$ cat config.mk
export PLATFORM = sky130hd
export DESIGN_NAME = sdram_arbiter
export DESIGN_NICKNAME = d
export VERILOG_FILES = /design/src/rtl/sdram_arb_pkg.sv /design/src/rtl/sdram_arbiter_pick.sv /design/src/rtl/sdram_arbiter.sv
export SDC_FILE = /design/constraint.sdc
export NUM_CORES = 1
export LEC_CHECK = 0
export ABC_AREA = 1
export BUFFER_PORTS_ARGS = -buffer_cell sky130_fd_sc_hd__buf_2
export CORE_MARGIN = 2
export CORE_UTILIZATION = 40
export DETAILED_ROUTE_END_ITERATION = 8
export GPL_ROUTABILITY_DRIVEN = 1
export PLACE_DENSITY = 0.7
export SETUP_SLACK_MARGIN = 0.1
export SYNTH_ARGS = -nofsm -noshare
export SYNTH_HDL_FRONTEND = slang
export SYNTH_HIERARCHICAL = 1
export SYNTH_SLANG_ARGS = --single-unit
$ cat constraint.sdc
create_clock -name clk -period 2.7 [get_ports clk]
set_input_delay 0.27 -clock clk [delete_from_list [all_inputs] [get_ports clk]]
set_output_delay 0.27 -clock clk [all_outputs]
set_load 0.05 [all_outputs]
$ cat src/rtl/sdram_arb_pkg.sv
// Shared types and constants for the three-port sdram request arbiter.
package sdram_arb_pkg;
  typedef enum logic [1:0] {IDLE, ISSUE, BUSY} state_t;

  localparam int NUM_PORTS = 3;
  localparam int P_VID = 0;
  localparam int P_CPU = 1;
  localparam int P_AUX = 2;

  localparam int STARVE_MAX_DEF = 8;
  localparam int TIMEOUT_DEF    = 63;

  typedef struct packed {
    logic        we;
    logic        burst;
    logic [25:0] addr;
    logic [15:0] wdata;
    logic [1:0]  bs;
  } mem_req_t;
endpackage

$ cat src/rtl/sdram_arbiter_pick.sv
// Combinational winner select: a starved CPU/AUX port pre-empts, otherwise lowest index wins.
module arb_pick
  import sdram_arb_pkg::*;
(
  input  logic [NUM_PORTS-1:0] req,
  input  logic [NUM_PORTS-1:0] starved,
  output logic [NUM_PORTS-1:0] grant,
  output logic                 valid
);
  always_comb begin
    grant = '0;
    if (req[P_CPU] && starved[P_CPU]) begin
      grant[P_CPU] = 1'b1;
    end else if (req[P_AUX] && starved[P_AUX]) begin
      grant[P_AUX] = 1'b1;
    end else begin
      // Descending scan so the lowest pending index is the last write.
      for (int i = NUM_PORTS-1; i >= 0; i--) begin
        if (req[i]) begin
          grant    = '0;
          grant[i] = 1'b1;
        end
      end
    end
  end

  assign valid = |req;
endmodule

$ cat src/rtl/sdram_arbiter.sv
// Three-port fixed-priority arbiter with starvation promotion and acceptance timeout,
// driving a single sdram controller request interface.
module sdram_arbiter
  import sdram_arb_pkg::*;
#(
  parameter int STARVE_MAX = STARVE_MAX_DEF,
  parameter int TIMEOUT    = TIMEOUT_DEF
) (
  input  logic                        clk,
  input  logic                        nRESET,
  input  logic [NUM_PORTS-1:0]        req,
  input  logic [NUM_PORTS-1:0]        we,
  input  logic [NUM_PORTS-1:0]        burst,
  input  logic [NUM_PORTS-1:0][25:0]  addr,
  input  logic [NUM_PORTS-1:0][15:0]  wdata,
  input  logic [NUM_PORTS-1:0][1:0]   bs,
  output logic [NUM_PORTS-1:0]        ack,
  output logic [63:0]                 rdata,
  output logic                        err,
  output logic                        mem_sel,
  output logic                        mem_rd,
  output logic                        mem_wr,
  output logic                        mem_burst,
  output logic [25:0]                 mem_addr,
  output logic [15:0]                 mem_din,
  output logic [1:0]                  mem_bs,
  input  logic                        mem_ready,
  input  logic [63:0]                 mem_dout
);
  localparam int SW = $clog2(STARVE_MAX + 1);
  localparam int TW = $clog2(TIMEOUT + 1);

  state_t               state;
  logic [NUM_PORTS-1:0] gnt;
  logic [TW-1:0]        tcnt;
  logic [NUM_PORTS-1:0] starved, pick;
  logic                 pick_vld, issue;
  mem_req_t             sel_req;

  arb_pick u_pick (.req(req), .starved(starved), .grant(pick), .valid(pick_vld));

  // No issue in the ack cycle: the finishing requester still holds req then.
  assign issue = (state == IDLE) && pick_vld && mem_ready && (ack == '0);

  assign starved[P_VID] = 1'b0;
  for (genvar p = 1; p < NUM_PORTS; p++) begin : g_starve
    logic [SW-1:0] cnt;
    assign starved[p] = (cnt == SW'(STARVE_MAX));
    always_ff @(posedge clk) begin
      if (!nRESET || !req[p])
        cnt <= '0;
      else if (issue)
        cnt <= pick[p] ? '0 : (starved[p] ? cnt : cnt + SW'(1));
    end
  end

  always_comb begin
    sel_req = '0;
    for (int i = 0; i < NUM_PORTS; i++) begin
      if (pick[i]) begin
        sel_req.we    = we[i];
        sel_req.burst = burst[i] & ~we[i];
        sel_req.addr  = addr[i];
        sel_req.wdata = wdata[i];
        sel_req.bs    = bs[i];
      end
    end
  end

  always_ff @(posedge clk) begin
    if (!nRESET) begin
      state     <= IDLE;
      gnt       <= '0;
      tcnt      <= '0;
      ack       <= '0;
      rdata     <= '0;
      err       <= 1'b0;
      mem_sel   <= 1'b0;
      mem_rd    <= 1'b0;
      mem_wr    <= 1'b0;
      mem_burst <= 1'b0;
      mem_addr  <= '0;
      mem_din   <= '0;
      mem_bs    <= '0;
    end else begin
      ack <= '0;
      case (state)
        IDLE: if (issue) begin
          gnt       <= pick;
          mem_sel   <= 1'b1;
          mem_rd    <= ~sel_req.we;
          mem_wr    <= sel_req.we;
          mem_burst <= sel_req.burst;
          mem_addr  <= sel_req.addr;
          mem_din   <= sel_req.wdata;
          mem_bs    <= sel_req.bs;
          tcnt      <= '0;
          state     <= ISSUE;
        end
        ISSUE: if (!mem_ready) begin
          mem_sel <= 1'b0;
          mem_rd  <= 1'b0;
          mem_wr  <= 1'b0;
          state   <= BUSY;
        end else if (tcnt == TW'(TIMEOUT - 1)) begin
          // Controller never took it: release the bus and complete the requester with an error.
          mem_sel   <= 1'b0;
          mem_rd    <= 1'b0;
          mem_wr    <= 1'b0;
          mem_burst <= 1'b0;
          mem_addr  <= '0;
          mem_din   <= '0;
          mem_bs    <= '0;
          err       <= 1'b1;
          ack       <= gnt;
          state     <= IDLE;
        end else begin
          tcnt <= tcnt + TW'(1);
        end
        BUSY: if (mem_ready) begin
          rdata <= mem_dout;
          ack   <= gnt;
          state <= IDLE;
        end
        default: state <= IDLE;
      endcase
    end
  end
endmodule

==> impl_results.md <==
* Run status: complete, no violations
* Core Util, Final at a little under three fifths
* Post-layout nets at ~1400
* Setup Fix Bufs, Post-CTS at 0
* CTS tree: done
* Int Power at around 0.0048 W
* Final Wtd Congestion at between 0.8 and 0.9
* Vias in the first global route at approximately 6500
* Min-Delay Path Class: input pin to flop
* Hold Vio Cnt, Final at 0
* Syn Inst Count at a little over 900
* Die Y-Extent at roughly 130 microns
* Worst Tran Pin Value at between 1 and 1.5 ns
* Vias/cell at approximately 5
* Core Footprint at between 0.015 and 0.02 sq mm
* Gate power share at between 30% and 40%
* Area of the multi-input gates at 0.00311 sq mm
* Initial antenna violation count at 1
* DR iter-0 viols at 349
* Switching power total at between 0.003 and 0.004 W
* Tmin final at around 2.2 ns
* Drt first pass iters at 5
* Post-route clock period utilization at between 80% and 90%
* Total grt overflow at 0
* CP endpoint kind: flop
* Row count at 45
* CP Max Fanout at 48
* Port Buffers at around 320
* WL met2 at slightly above 10000 microns
* Final count of negative-setup-slack endpoints at 0
* Sw frac at 42.0%
* Average cell area after synthesis at roughly 7 sq um
* Worst Skew at between 0.006 and 0.007 ns
* CTS resizes at 0
* Area growth from synthesis to layout at 35.9%
* Slew Viols, Final at 0
* Clk sinks at around 140
* Min Hold Slack at roughly 0.099 ns
* Routed Antenna Nets at 0
* Met3 routed WL at between 1500 and 2000 microns
* WL final at about 21000 microns
* Peak VDD IR at 485 uV
* Clock-pin slew on the worst setup and hold paths at 0.06 ns
* Worst Setup Start Kind: flop
* Power per cell area at approximately 960 mW/mm^2
* Setup CP Type: flop to flop
* PnR worst setup slack at between 0.4 and 0.5 ns
* Root buf cell: clkbuf_16
* Syn Std Cell Area at ~0.0063 sq mm
* YS warnings at 6
* Lkg Pwr at 4.03 nW
* Depth of the CTS H-tree at 4
* Clock buffer depth at 2
* First-pass GRT wire length at ~32000 microns
* Total GRT Usage at 23.9%
* Max-slew headroom at about 27%
* Num CTS Buffers at 17
* Met1 WL at ~8100 microns
* Arr. time, crit path at 2.55 ns
* Io pins at between 300 and 400
* Routed via count at approximately 7000
* Share of layout cells above drive strength 1 at between 30% and 40%
* Maxcap violations at 0
* Layout filler cell count at around 1500
* Seq pwr share at a little under a third
* Worst skew pair latency at 0.42 ns
* Die ar. at approximately 0.017 sq mm
* Max Clock Freq at around 450 MHz
* Synth Net Count at about 1100
* Place WS at 0.518 ns
* Unrepaired setup endpoints after global routing: no
* N_diodes at 0
* Setup_tns at 0 ns
* Die width at 130 microns
* Top Layer Used: met5
* HPWL Detailed at approximately 15000 microns
* Pin count of the biggest net entering global routing at 66
* Routed len/inst at approximately 15 microns
* DRC viols at 0
* Clk network pwr share at ~30%
* Cts hold-fix bufs at 0
* Worst path required time at between 3 and 4 ns
* Starting Density at between 40% and 50%
* FF+latch area at ~0.0027 sq mm
## layout make-up
cell class	count	share of cell area [%]
Multi-Input combinational cell	679	36.2
Sequential cell	135	31.5
Timing Repair Buffer	334	20.1
Clock buffer	19	5.28
Tap cell	211	3.08
Clock inverter	11	2.03
Inverter	40	1.75
## path summary, 6_finish.rpt
path                 startpoint                 end  slack (ns)  cells past startpoint
min reg2reg              gnt[1]              ack[1]        0.42                      2
max reg2reg  g_starve[1].cnt[0]  g_starve[1].cnt[3]        0.46                     12
max          g_starve[1].cnt[0]  g_starve[1].cnt[3]        0.46                     12
min                mem_dout[32]           rdata[32]         0.1                      3
## power by group through the flow
stage | Clock, W | Combinational (W) | Sequential, W
after CTS | 0.00252 | 0.00330 | 0.00249
after global placement | 0 | 0.00328 | 0.00251
after detailed placement | 0 | 0.00330 | 0.00252
after floorplan | 0 | 0.00161 | 0.00351
final | 0.00246 | 0.00328 | 0.00249
after global routing | 0.00259 | 0.00361 | 0.00252
## layer usage
| metal | up-vias | global-route usage (%) |
|---|---|---|
| li1 | 3599 | - |
| met3 | 31 | 8.75 |
| met1 | 3149 | 25.4 |
| met5 | - | 0 |
| met4 | 2 | 8.92 |
| met2 | 277 | 43.1 |
## state kept, by name, indices dropped and copies added, names as in the netlist
name and count:
mem_addr 26, ack 3, g_starve.cnt 8, state 2, mem_burst 1, rdata 64
mem_rd 1, err 1, gnt 3, mem_din 16, tcnt 6, mem_bs 2
mem_wr 1, mem_sel 1
## layout by cell type (no fill, tap or decap), drive strengths merged
master	instances
bufinv	4
clkinv	4
nand2	179
buf	334
inv	40
a21oi	150
nand4	6
or2	2
nand3	55
nor2	157
nand3b	3
dfxtp	135
clkinvlp	3
ha	9
xor2	2
clkbuf	19
o21bai	1
o21ai	115
## critical path, cell delays in order (launching register included)
cell	delay (ns)
dfxtp_1	0.33
inv_1	0.08
ha_1	0.14
nand2_1	0.05
nor2_1	0.20
nand2_1	0.13
nand2_1	0.15
buf_4	0.46
inv_1	0.18
nand2_1	0.18
nand4_1	0.11
nand2_1	0.08
nor2_1	0.04
## metrics by stage
stage | area, sq um | power (W) | instances
6_report | 8570 | 0.00822 | 1429
5_1_grt | 8570 | 0.00873 | 1429
4_1_cts | 8570 | 0.00831 | 1429
3_3_place_gp | 7950 | 0.00580 | 1399
2_1_floorplan | 6310 | 0.00513 | 918
3_5_place_dp | 7950 | 0.00582 | 1399
(Power assumes the default switching activity.)
